===== src/rtl/ren_pkg.sv =====
// Shared constants and types for the result write-back path.
// Pixel geometry, saturation bounds and the packer FSM encoding.
package ren_pkg;
    localparam int PIX_WIDTH    = 8;
    localparam int PIX_PER_WORD = 3;

    localparam int UMAX = 255;
    localparam int SMIN = -128;
    localparam int SMAX = 127;

    typedef enum logic [1:0] {
        IDLE  = 2'd0,
        RUN   = 2'd1,
        FLUSH = 2'd2,
        FIN   = 2'd3
    } pk_state_e;
endpackage


===== src/rtl/result_fifo.sv =====
// First-word-fall-through FIFO with synchronous clear; head visible while !empty.
// Latency: a push is visible at the head the following cycle.
// Backpressure: push while full is honoured only when a pop happens the same cycle.
module result_fifo #(
    parameter int WIDTH = 24,
    parameter int DEPTH = 4
) (
    input  logic             clk,
    input  logic             reset,
    input  logic             clr,
    input  logic             push,
    input  logic [WIDTH-1:0] push_dat,
    input  logic             pop,
    output logic [WIDTH-1:0] head_dat,
    output logic             full,
    output logic             empty
);
    localparam int AW = $clog2(DEPTH);

    logic [AW:0]      wr_ptr_q, wr_ptr_d;
    logic [AW:0]      rd_ptr_q, rd_ptr_d;
    logic [WIDTH-1:0] mem_q [DEPTH];
    logic [WIDTH-1:0] mem_d [DEPTH];
    logic             do_push;
    logic             do_pop;

    assign empty    = (wr_ptr_q == rd_ptr_q);
    assign full     = (wr_ptr_q[AW] != rd_ptr_q[AW]) && (wr_ptr_q[AW-1:0] == rd_ptr_q[AW-1:0]);
    assign head_dat = mem_q[rd_ptr_q[AW-1:0]];
    assign do_pop   = pop && !empty;
    // When full, the slot written is the one being popped this cycle.
    assign do_push  = push && (!full || do_pop);

    always_comb begin
        mem_d    = mem_q;
        wr_ptr_d = wr_ptr_q;
        rd_ptr_d = rd_ptr_q;
        if (clr) begin
            wr_ptr_d = '0;
            rd_ptr_d = '0;
        end else begin
            if (do_push) begin
                mem_d[wr_ptr_q[AW-1:0]] = push_dat;
                wr_ptr_d = wr_ptr_q + {{AW{1'b0}}, 1'b1};
            end
            if (do_pop) begin
                rd_ptr_d = rd_ptr_q + {{AW{1'b0}}, 1'b1};
            end
        end
    end

    always_ff @(posedge clk or negedge reset) begin
        if (!reset) begin
            wr_ptr_q <= '0;
            rd_ptr_q <= '0;
            for (int i = 0; i < DEPTH; i++) begin
                mem_q[i] <= '0;
            end
        end else begin
            wr_ptr_q <= wr_ptr_d;
            rd_ptr_q <= rd_ptr_d;
            mem_q    <= mem_d;
        end
    end
endmodule


===== src/rtl/result_packer.sv =====
// Requantizes conv results to pixels, packs them into words and writes them out via a FIFO.
// Latency: third pixel's in_valid in cycle T gives wr_en in T+2 (FIFO empty, wr_ready=1).
// Backpressure: FIFO absorbs wr_ready stalls; a full word with no room is dropped (drop_err).
module result_packer #(
    parameter int RESULT_DWIDTH  = 20,
    parameter int SHFT_WIDTH     = 4,
    parameter int PIX_WIDTH      = ren_pkg::PIX_WIDTH,
    parameter int PIX_PER_WORD   = ren_pkg::PIX_PER_WORD,
    parameter int OUT_ADDR_WIDTH = 8,
    parameter int FIFO_DEPTH     = 4
) (
    input  logic                              clk,
    input  logic                              reset,
    input  logic                              start,
    input  logic                              conv_done,
    input  logic                              in_valid,
    input  logic signed [RESULT_DWIDTH-1:0]   in_data,
    input  logic                              relu_en,
    input  logic [SHFT_WIDTH-1:0]             shift,
    input  logic [OUT_ADDR_WIDTH-1:0]         base_addr,
    input  logic                              wr_ready,
    output logic                              wr_en,
    output logic [OUT_ADDR_WIDTH-1:0]         wr_addr,
    output logic [PIX_WIDTH*PIX_PER_WORD-1:0] wr_data,
    output logic                              done,
    output logic                              sat_flag,
    output logic                              drop_err
);
    import ren_pkg::*;

    localparam int WW = PIX_WIDTH * PIX_PER_WORD;
    localparam int LW = (PIX_PER_WORD > 1) ? $clog2(PIX_PER_WORD) : 1;
    localparam logic [LW-1:0] LAST_LANE = LW'(PIX_PER_WORD - 1);
    localparam logic signed [RESULT_DWIDTH-1:0] UMAX_R = RESULT_DWIDTH'(UMAX);
    localparam logic signed [RESULT_DWIDTH-1:0] SMIN_R = RESULT_DWIDTH'(SMIN);
    localparam logic signed [RESULT_DWIDTH-1:0] SMAX_R = RESULT_DWIDTH'(SMAX);

    pk_state_e state_q, state_d;

    logic                      q_vld_q, q_vld_d;
    logic [PIX_WIDTH-1:0]      q_pix_q, q_pix_d;
    logic [LW-1:0]             lane_q, lane_d;
    logic [WW-1:0]             pack_q, pack_d;
    logic [OUT_ADDR_WIDTH-1:0] base_q, base_d;
    logic                      relu_q, relu_d;
    logic [SHFT_WIDTH-1:0]     shift_q, shift_d;
    logic [OUT_ADDR_WIDTH-1:0] wcnt_q, wcnt_d;
    logic                      sat_q, sat_d;
    logic                      drop_q, drop_d;

    logic                            start_go;
    logic                            accept;
    logic signed [RESULT_DWIDTH-1:0] shv;
    logic [PIX_WIDTH-1:0]            pix;
    logic                            clip;
    logic [WW-1:0]                   push_word;
    logic                            fifo_push;
    logic [WW-1:0]                   fifo_push_dat;
    logic                            fifo_full;
    logic                            fifo_empty;
    logic                            pop;

    assign start_go = (state_q == IDLE) && start;
    assign accept   = (state_q == RUN) && in_valid;
    assign pop      = !fifo_empty && wr_ready;

    // Quantize: ReLU zeroing is not counted as a clip.
    always_comb begin
        shv  = in_data >>> shift_q;
        pix  = shv[PIX_WIDTH-1:0];
        clip = 1'b0;
        if (relu_q) begin
            if (shv[RESULT_DWIDTH-1]) begin
                pix = '0;
            end else if (shv > UMAX_R) begin
                pix  = PIX_WIDTH'(UMAX);
                clip = 1'b1;
            end
        end else begin
            if (shv < SMIN_R) begin
                pix  = PIX_WIDTH'(SMIN);
                clip = 1'b1;
            end else if (shv > SMAX_R) begin
                pix  = PIX_WIDTH'(SMAX);
                clip = 1'b1;
            end
        end
    end

    always_comb begin
        push_word = pack_q;
        for (int l = 0; l < PIX_PER_WORD; l++) begin
            if (lane_q == LW'(l)) begin
                push_word[l*PIX_WIDTH +: PIX_WIDTH] = q_pix_q;
            end
        end
    end

    always_comb begin
        q_vld_d       = accept;
        q_pix_d       = accept ? pix : q_pix_q;
        lane_d        = lane_q;
        pack_d        = pack_q;
        base_d        = base_q;
        relu_d        = relu_q;
        shift_d       = shift_q;
        wcnt_d        = wcnt_q + {{(OUT_ADDR_WIDTH-1){1'b0}}, pop};
        sat_d         = sat_q | (accept & clip);
        fifo_push     = 1'b0;
        fifo_push_dat = pack_q;
        if (start_go) begin
            lane_d  = '0;
            pack_d  = '0;
            base_d  = base_addr;
            relu_d  = relu_en;
            shift_d = shift;
            wcnt_d  = '0;
            sat_d   = 1'b0;
        end else if (q_vld_q) begin
            if (lane_q == LAST_LANE) begin
                fifo_push     = 1'b1;
                fifo_push_dat = push_word;
                lane_d        = '0;
                pack_d        = '0;
            end else begin
                lane_d = lane_q + {{(LW-1){1'b0}}, 1'b1};
                pack_d = push_word;
            end
        end else if ((state_q == FLUSH) && (lane_q != '0) && (!fifo_full || pop)) begin
            // Partial word: unfilled lanes are already zero in pack_q.
            fifo_push = 1'b1;
            lane_d    = '0;
            pack_d    = '0;
        end
        drop_d = start_go ? 1'b0 : (drop_q | (fifo_push & fifo_full & ~pop));
    end

    always_comb begin
        state_d = state_q;
        unique case (state_q)
            IDLE:  if (start) state_d = RUN;
            RUN:   if (conv_done) state_d = FLUSH;
            FLUSH: if (!q_vld_q && (lane_q == '0) && fifo_empty) state_d = FIN;
            FIN:   state_d = IDLE;
            default: state_d = IDLE;
        endcase
    end

    always_comb begin
        done = (state_q == FIN);
    end

    always_ff @(posedge clk or negedge reset) begin
        if (!reset) begin
            state_q <= IDLE;
        end else begin
            state_q <= state_d;
        end
    end

    always_ff @(posedge clk or negedge reset) begin
        if (!reset) begin
            q_vld_q <= 1'b0;
            q_pix_q <= '0;
            lane_q  <= '0;
            pack_q  <= '0;
            base_q  <= '0;
            relu_q  <= 1'b0;
            shift_q <= '0;
            wcnt_q  <= '0;
            sat_q   <= 1'b0;
            drop_q  <= 1'b0;
        end else begin
            q_vld_q <= q_vld_d;
            q_pix_q <= q_pix_d;
            lane_q  <= lane_d;
            pack_q  <= pack_d;
            base_q  <= base_d;
            relu_q  <= relu_d;
            shift_q <= shift_d;
            wcnt_q  <= wcnt_d;
            sat_q   <= sat_d;
            drop_q  <= drop_d;
        end
    end

    result_fifo #(
        .WIDTH (WW),
        .DEPTH (FIFO_DEPTH)
    ) u_fifo (
        .clk      (clk),
        .reset    (reset),
        .clr      (start_go),
        .push     (fifo_push),
        .push_dat (fifo_push_dat),
        .pop      (pop),
        .head_dat (wr_data),
        .full     (fifo_full),
        .empty    (fifo_empty)
    );

    assign wr_en    = pop;
    assign wr_addr  = base_q + wcnt_q;
    assign sat_flag = sat_q;
    assign drop_err = drop_q;
endmodule


===== config.mk =====
export PLATFORM = sky130hd
export DESIGN_NAME = result_packer
export DESIGN_NICKNAME = d
export VERILOG_FILES = /design/src/rtl/ren_pkg.sv /design/src/rtl/result_fifo.sv /design/src/rtl/result_packer.sv
export SDC_FILE = /design/constraint.sdc
export NUM_CORES = 1
export LEC_CHECK = 0
export ABC_AREA = 0
export BUFFER_PORTS_ARGS = -buffer_cell sky130_fd_sc_hd__buf_2
export CORE_MARGIN = 5
export CORE_UTILIZATION = 60
export CTS_CLUSTER_SIZE = 24
export DETAILED_ROUTE_END_ITERATION = 8
export PLACE_DENSITY = 0.8
export SYNTH_ARGS = -nofsm -noshare
export SYNTH_HDL_FRONTEND = slang
export SYNTH_SLANG_ARGS = --single-unit

===== constraint.sdc =====
create_clock -name clk -period 2.5 [get_ports clk]
set_input_delay 0.25 -clock clk [delete_from_list [all_inputs] [get_ports clk]]
set_output_delay 0.25 -clock clk [all_outputs]
set_load 0.02 [all_outputs]

==> results of run 1 <==
[worst max-delay path, cell delays in order, from the launching register on]
cell and delay, ns:
dfrtp_1 0.37, ha_2 0.19, inv_2 0.04, fa_2 0.34
inv_2 0.07, a21oi_2 0.05, o21bai_1 0.18, a21o_1 0.18
a21oi_2 0.07, xnor2_1 0.17, buf_4 0.17
[how the worst min path moves through the flow]
stage,start,to,cells after the start
6_report,base_addr[3],base_q[3]$_DFFE_PN0P_,3
4_1_cts,base_addr[7],base_q[7]$_DFFE_PN0P_,3
5_1_grt,base_addr[4],base_q[4]$_DFFE_PN0P_,3
3_3_place_gp,reset,u_fifo.mem_q[53]$_DFFE_PN0P_,1
2_1_floorplan,reset,base_q[0]$_DFFE_PN0P_,0
3_5_place_dp,reset,u_fifo.mem_q[77]$_DFFE_PN0P_,1
[layer usage]
metal	up-vias	GRT usage [%]	routed length (um)
li1	2718	-	-
met1	3100	32.1	8050
met2	196	42.9	10200
met3	34	4.75	935
met4	0	7.74	392
met5	-	0	0
[cell type report]
class	instances	area share, %
clock buffer	21	4.69
clock inverter	11	1.04
inverter	18	0.688
multi-input combinational	483	42.2
sequential	162	41.3
tap	180	2.29
timing repair buffer	115	7.76
[cell families after synthesis]
kind of cell	count (synthesis)
compound gates	117
xor+xnor	19
fa+ha+maj	20
buf+inv	61
flops	162
mux	146
simple gates	181
[placed cells by master (no fill, tap or decap), drive strengths merged, types with 11 or more instances in the layout]
master and instances:
dfrtp 162, buf 114, nand2 101, mux2 70
o21ai 53, mux4 44, nor2 33, mux2i 32
a21oi 26, clkbuf 21, inv 21, ha 19
and2 14, nand3 11
[report_power, final]
part           switching (uW)  internal, uW
Clock                    1050          1430
Combinational            2610          2120
Sequential                570          3190
Total                    4230          6740
[registers in the layout, indices dropped and copies added, names as in the netlist, 2 cells and up]
| register | count |
|---|---|
| q_pix_q | 8 |
| u_fifo.wr_ptr_q | 3 |
| lane_q | 2 |
| pack_q | 24 |
| shift_q | 4 |
| base_q | 8 |
| wcnt_q | 8 |
| state_q | 2 |
| u_fifo.mem_q | 96 |
| u_fifo.rd_ptr_q | 3 |
[repair_timing]
action                                 4_1_cts  5_1_grt
endpoints found under the hold margin       66        0
setup endpoints to repair                   10       12
gates cloned                                 0        0
hold buffers                                 1        0
gates resized for setup                     11       15
pin swaps                                    7       13
buffers inserted                             2        7
[per-stage QoR]
stage               power (uW)  area, um^2  cells  setup WS, ns
global route             11600        9820    990       -0.0925
global placement          7990        9080    948        0.0274
finish                   11000        9820    990       -0.0191
detailed placement        8220        9080    948        -0.108
CTS                      10800        9690    983      -0.00294
floorplan                 6870        8390    706         0.277
==> results.cfg, run 1 <==
[grt]
antenna_found_initial = 0
grt_pass1_vias = 6468
overflow = 0
grt_use_total_pct = 24.9
grt_start_max_net_pins = 70
grt_pass1_wl_mm = 32.4

[clock_tree]
clockRootBuffer = clkbuf_16
cts_tree = built
clk_pin_slew_ns = 0.06
clk_path_buf_depth = 2
cts_buffers = 17
numClockSinks = 162
insertion_delay_ns = 0.42
h-tree-depth = 4

[die]
io_pins = 75
num_rows = 43
dieWidth_um = 128
start_util_pct = 60.9
die_y_um = 128
core_um2 = 13800
dieArea_um2 = 16400

[final_layout]
nets = 856
fillers = 965
seq_area_um2 = 4060
drive_above_1_share_pct = 28.1
multi_input_area_um2 = 4150
utilization_pct = 71.3
synthToLayoutAreaGrowth_pct = 17.1
antenna_cells = 0

[sta]
worst_pin_slew_ns = 0.637
grt_setup_unrepaired = true
drv_slew = 0
worst_slack_ns = -0.0191
fin_setup_tns_ns = -0.0204
whs_ns = 0.0180
hold_viol = 0
fmax_mhz = 397
maxSlewHeadroom_pct = 57.6
clock_skew_ns = 0.0110
fin_crit_sh_pct = 101
period_minus_slack_ns = 2.52
setup_viol = 2

[power_and_ir_drop]
leakage_uw = 0.00487
ir_worst_vdd_uv = 923
powerDensity_nw_per_um2 = 1120

[setup_path]
worstSetupEndpointType = output pin
required_ns = 2.25
endpoint = wr_addr[6]
worst-r2r-setup-slack_ns = 0.02
startpoint_type = flop
reg2reg_depth = 9
path_max_fanout = 2
crit_arrival_ns = 2.27
critPathKind = reg2out
r2r-end = sat_flag$_DFF_PN0_
reg2reg_from = shift_q[1]$_DFFE_PN0P_
crit_start = wcnt_q[0]$_DFF_PN0_

[yosys]
synth_top_area_share_pct = 48.3
yosys.area_share.adder_pct = 3.07
synth_cell_types = 57
synth_top_area_cell = dfrtp_1
synthMuxAreaShare_pct = 25.0
synth-compound-area-share_pct = 8.61
synth-xor-area-share_pct = 1.98
synth_area_leaders = dfrtp_1 48%, mux4_2 12%, mux2_1 7.3%
yosysMostFrequentCell = dfrtp_1
ys_top_cells_by_count = 162 x dfrtp_1, 101 x nand2_1, 54 x mux2_1, 44 x mux4_2, 42 x o21ai_0
yosysSeqAreaShare_pct = 48.3
synth.avg_cell_area_um2 = 11.9
synth-seq-cells = 162
synth_top_family_by_area = multiplexers
synth-simple-area-share_pct = 9.73
syn_inst = 706
syn_area_um2 = 8390
synth-edff-count = 0
syn-num-nets = 765
synthArstFlopShare_pct = 100
synthFlopType = dfrtp_1
yosysWarnings = 0

[routing]
antenna_left = 0
wl_per_cell_um = 19.8
via_per_inst = 6.11
drt_wl_total_mm = 19.6
drt_iter0_markers = 460
vias = 6048
firstDrtPassIters = 5
drc_errors = 0

[placed_design]
portBuffers = 74
post-dp-hpwl_mm = 13.2
gp_congestion = 0.924

[status]
outcome = complete, but fails checks
violations = negative setup slack

[flow_run]
maxCapViolations = 0

[hold_path]
hp-class = in2reg
(Power assumes the default switching activity.)
==> run 2, diff against run 1 <==
clock period = 3 ns   (was 2.5 ns; I/O delays follow)
==> run 2 against run 1 <==
  * Clock skew fell by 0.0029 ns
  * Non-clock buffer count fell by 21
  * Clock power fell by 15%
  * Largest cell class unchanged
  * Combinational power fell by 25%
  * Core utilization fell by 2.1 points
  * Cell count fell by 2.1%
  * Register-to-register slack improved by 0.25 ns
  * Total power fell by 20%
  * The flow now finishes without violations
  * Flip-flop and latch count did not move
  * Hold slack improved by 0.042 ns
  * Highest routed layer unchanged
  * Critical path type is now reg2reg
  * Via count fell by 3.4%
==> results.cfg, run 2 (synthesis gave the netlist of run 1 again) <==
[setup_path]
reg2reg_from = shift_q[1]$_DFFE_PN0P_
reg2reg_depth = 8
worst-r2r-setup-slack_ns = 0.27
startpoint_type = flop
path_max_fanout = 12
worstSetupEndpointType = flop
crit_arrival_ns = 3.03
critPathKind = reg2reg
r2r-end = q_pix_q[5]$_DFFE_PN0P_
required_ns = 3.30

[hold_path]
min_to = base_q[4]$_DFFE_PN0P_
hp-class = in2reg
min-delay-start = base_addr[4]
hold_depth = 3

[clock_tree]
h-tree-depth = 4
numClockSinks = 162
cts_tree = built
post_cts_buffers = 0
clockRootBuffer = clkbuf_16
clk_path_buf_depth = 2
insertion_delay_ns = 0.42
clk_pin_slew_ns = 0.07
cts_resized = 0
cts_buffers = 17

[power_and_ir_drop]
switching_share_pct = 39.0
p_switching_uw = 3440
powerDensity_nw_per_um2 = 925
ir_worst_vdd_uv = 671
pwr-share-seq_pct = 35.6
leakage_uw = 0.00472
pwr-share-comb_pct = 40.4
p_clk_share_pct = 23.9
p_int_uw = 5370

[die]
die_y_um = 128
num_rows = 43
start_util_pct = 60.9
dieWidth_um = 128
core_um2 = 13800
io_pins = 75
dieArea_um2 = 16400

[final_layout]
synthToLayoutAreaGrowth_pct = 13.6
final_area_um2 = 9530
largest_register = u_fifo.mem_q
drive_above_1_share_pct = 24.3
mostFrequentLayoutCells = 162 x dfrtp_1, 101 x nand2_1, 73 x buf_2
fillers = 1010
final_common_cell = dfrtp_1
nets = 835
stdcell_count = 969
largest_reg_flops = 96
top_regs = u_fifo.mem_q (96), pack_q (24)
antenna_cells = 0

[grt]
antenna_found_initial = 0
grt_start_max_net_pins = 87
grt_pass1_vias = 6207
grt_use_total_pct = 24.5
overflow = 0
grt_pass1_wl_mm = 31.6

[sta]
worst_pin_slew_ns = 0.775
maxSlewHeadroom_pct = 48.3
setup_viol = 0
drv_slew = 0
hold_viol = 0
fmax_mhz = 367
fin_setup_tns_ns = 0
fin_crit_sh_pct = 90.9
period_minus_slack_ns = 2.73
clock_skew_ns = 0.00809
whs_ns = 0.0597
grt_setup_unrepaired = false

[placed_design]
dp.cells = 936
post_dp_cell_area_um2 = 8940
post-dp-hpwl_mm = 12.9
portBuffers = 74
gp_congestion = 0.908

[routing]
antenna_left = 0
drt_iter0_markers = 378
via_per_inst = 6.03
drt_wl_total_mm = 18.9
firstDrtPassIters = 5
drc_errors = 0
wl_per_cell_um = 19.5
vias = 5845

[status]
outcome = completed

[flow_run]
maxCapViolations = 0
[run 2: layer usage]
layer  GRT usage [%]  up-vias  wire length [um]
li1                -     2673                 -
met1            31.2     2978              7910
met2            42.4      169              9970
met3            4.54       25               729
met4            7.87        0               273
met5               0        -                 0
[run 2: how the worst max path moves through the flow]
stage	slack, ns	from	to
global route	0.04	shift_q[1]$_DFFE_PN0P_	q_pix_q[0]$_DFFE_PN0P_
global placement	0.42	shift_q[1]$_DFFE_PN0P_	q_pix_q[0]$_DFFE_PN0P_
finish	0.27	shift_q[1]$_DFFE_PN0P_	q_pix_q[5]$_DFFE_PN0P_
detailed placement	0.29	shift_q[1]$_DFFE_PN0P_	q_pix_q[5]$_DFFE_PN0P_
floorplan	0.78	u_fifo.rd_ptr_q[0]$_DFFE_PN0P_	wcnt_q[5]$_DFF_PN0_
CTS	0.28	shift_q[1]$_DFFE_PN0P_	q_pix_q[5]$_DFFE_PN0P_
[run 2: cell type report]
cell class	instances	area, um^2	area share (%)
Sequential cell	162	4050	42.6
Multi-Input combinational cell	483	4060	42.6
Tap cell	180	225	2.36
Clock inverter	15	151	1.59
Clock buffer	17	425	4.47
Timing Repair Buffer	94	542	5.69
Inverter	18	67.6	0.709
[run 2: timing repair]
action / CTS / global route
setup endpoints to repair: 0 / 0
hold endpoints to repair: 84 / 0
hold buffers: 1 / 0
[run 2: power groups by stage]
stage | clock, uW | sequential [uW] | combinational, uW
finish | 2110 | 3140 | 3560
global route | 2230 | 3210 | 3900
CTS | 2140 | 3140 | 3580
detailed placement | 0 | 3170 | 3560
global placement | 0 | 3110 | 3440
floorplan | 0 | 2950 | 2770
[run 2: worst max-delay path: stages (launching register included)]
cell and delay, ns:
dfrtp_1 0.70, buf_4 0.26, mux2i_1 0.25, mux2i_1 0.13
or4_1 0.53, a21oi_2 0.26, o221ai_2 0.20, a21oi_1 0.19
o21ai_1 0.08
[run 2: metrics by stage]
stage / setup slack (ns) / total power [uW] / util, %
3_3_place_gp: 0.420 / 6550 / 64.9
4_1_cts: 0.276 / 8870 / 69.2
2_1_floorplan: 0.777 / 5720 / -
6_report: 0.274 / 8810 / 69.2
3_5_place_dp: 0.292 / 6730 / 64.9
5_1_grt: 0.0358 / 9340 / 69.2
==> run 3, diff against run 2 <==
clock period = 2.7 ns   (was 3 ns; I/O delays follow)
==> run 3 against run 2 <==
  * Cell area rose by 1.2%
  * Critical endpoint is now wr_addr[7]
  * Largest power group unchanged
  * Combinational power grew 12%
  * Critical path type is now reg2out
  * Die area stayed put
  * Total power is 15% higher
  * Clock-buffer cell count unchanged
==> results.cfg, run 3 (synthesis gave the netlist of run 1 again) <==
[final_layout]
nets = 837
antenna_cells = 0
drive_above_1_share_pct = 25.0
largest_register = u_fifo.mem_q
mostFrequentLayoutCells = 160 x dfrtp_1, 101 x nand2_1, 73 x buf_2
top_regs = u_fifo.mem_q (96), pack_q (24)
final_area_um2 = 9640
final_common_cell = dfrtp_1
synthToLayoutAreaGrowth_pct = 15.0
largest_reg_flops = 96

[sta]
clock_skew_ns = 0.00755
drv_slew = 0
hold_viol = 0
setup_viol = 0
worst_pin_slew_ns = 0.565
fin_crit_sh_pct = 96.7
maxSlewHeadroom_pct = 62.4
worst_slack_ns = 0.0880
fmax_mhz = 383
period_minus_slack_ns = 2.61

[placed_design]
gp_congestion = 0.923
post_dp_cell_area_um2 = 8970
post-dp-hpwl_mm = 12.7
portBuffers = 74
place_ws_ns = 0.0215

[routing]
wl_per_cell_um = 19.4
drt_iter0_markers = 292
met2WireLength_mm = 9.73
m1WireLength_mm = 7.87
route.met3.wl_um = 878
routed.top_layer = met4
drt_wl_total_mm = 18.9
antenna_left = 0
firstDrtPassIters = 5
via_per_inst = 6.06
drc_errors = 0
vias = 5887

[power_and_ir_drop]
leakage_uw = 0.00479
powerDensity_nw_per_um2 = 1050
ir_worst_vdd_uv = 1010

[setup_path]
slowest_stage = dfrtp_1
crit_start = wcnt_q[1]$_DFF_PN0_
critPathKind = reg2out
crit_path_cell_trace = ha_1 > a21o_1 > a21oi_2 > o21bai_1 > a21oi_1 > o21ai_0 > xnor2_1 > buf_2
required_ns = 2.43
worstSetupEndpointType = output pin
crit_path_max_incr_delay_ns = 0.42
reg2reg_depth = 8
r2r-end = q_pix_q[3]$_DFFE_PN0P_
worst-r2r-setup-slack_ns = 0.16
startpoint_type = flop
path_max_fanout = 4
crit_arrival_ns = 2.34
reg2reg_from = shift_q[1]$_DFFE_PN0P_

[die]
die_y_um = 128
num_rows = 43
io_pins = 75
core_um2 = 13800
dieArea_um2 = 16400
start_util_pct = 60.9
dieWidth_um = 128

[clock_tree]
cts_buffers = 17
h-tree-depth = 4
clk_path_buf_depth = 2
cts_tree = built
insertion_delay_ns = 0.43
clk_pin_slew_ns = 0.07
numClockSinks = 162
post_cts_buffers = 0
clockRootBuffer = clkbuf_16

[status]
outcome = completed

[hold_path]
hold_depth = 3
min_to = base_q[5]$_DFFE_PN0P_
min-delay-start = base_addr[5]
hp-class = in2reg

[grt]
grt_start_max_net_pins = 60
grt_use_total_pct = 24.6
grt_pass1_vias = 6342
overflow = 0
antenna_found_initial = 0
grt_pass1_wl_mm = 31.8

[flow_run]
maxCapViolations = 0
-- run 3: changes by cell type in the layout (fill, tap and decap cells not counted), moves of 2 or more --
cell and change:
dfrtp_1 -2, clkinvlp_4 -3, bufinv_16 +4, clkinv_4 -2, dfrtp_2 +2, inv_6 -2
clkinv_2 +3
-- run 3: metal layers --
| layer | up-vias | track usage, % |
|---|---|---|
| li1 | 2673 | - |
| met1 | 2976 | 31.8 |
| met4 | 0 | 9.24 |
| met3 | 39 | 4.92 |
| met2 | 199 | 41.3 |
| met5 | - | 0 |
-- run 3: cell type report --
class                      count  area, um^2
multi-input combinational    483        4070
clock buffer                  17         425
inverter                      18        67.6
clock inverter                15         229
tap                          180         225
timing repair buffer          96         569
sequential                   162        4060
fill                         979        4130
-- run 3: power by group --
part	switching [uW]	internal (uW)	leakage [uW]
Combinational	2230	1740	0.00226
Clock	998	1650	0.000317
Sequential	526	2960	0.00221
Total	3760	6350	0.00479
-- run 3: worst max-delay path: cells and delay by family, from the launching register on --
kind            cells  cell delay, ns
xor+xnor            1            0.15
compound gates      5            0.88
buf+inv             1            0.17
fa+ha+maj           1            0.29
flops               1            0.42
-- run 3: stage by stage --
step | power (uW) | std cells | TNS [ns] | hold WS, ns | util (%)
global placement | 7270 | 938 | 0 | 0.262 | 65.1
floorplan | 6360 | 706 | 0 | -0.0256 | -
CTS | 10100 | 971 | 0 | 0.0142 | 69.9
finish | 10100 | 971 | 0 | 0.0241 | 70.0
detailed placement | 7450 | 938 | 0 | 0.275 | 65.1
global route | 10700 | 971 | -0.00943 | 0.0247 | 70.0
-- run 3: how the worst max path moves through the flow --
stage	cells after the start	slack, ns	to
floorplan	11	0.48	wcnt_q[5]$_DFF_PN0_
global placement	7	0.14	q_pix_q[0]$_DFFE_PN0P_
detailed placement	7	0.02	q_pix_q[3]$_DFFE_PN0P_
CTS	7	0.01	q_pix_q[3]$_DFFE_PN0P_
global route	10	-0.009	wr_addr[6]
finish	8	0.09	wr_addr[7]
-- run 3: repair_timing --
item,4_1_cts,5_1_grt
resized for setup,0,4
endpoints found under the setup margin,0,11
hold buffers,1,0
endpoints found under the hold margin,57,0
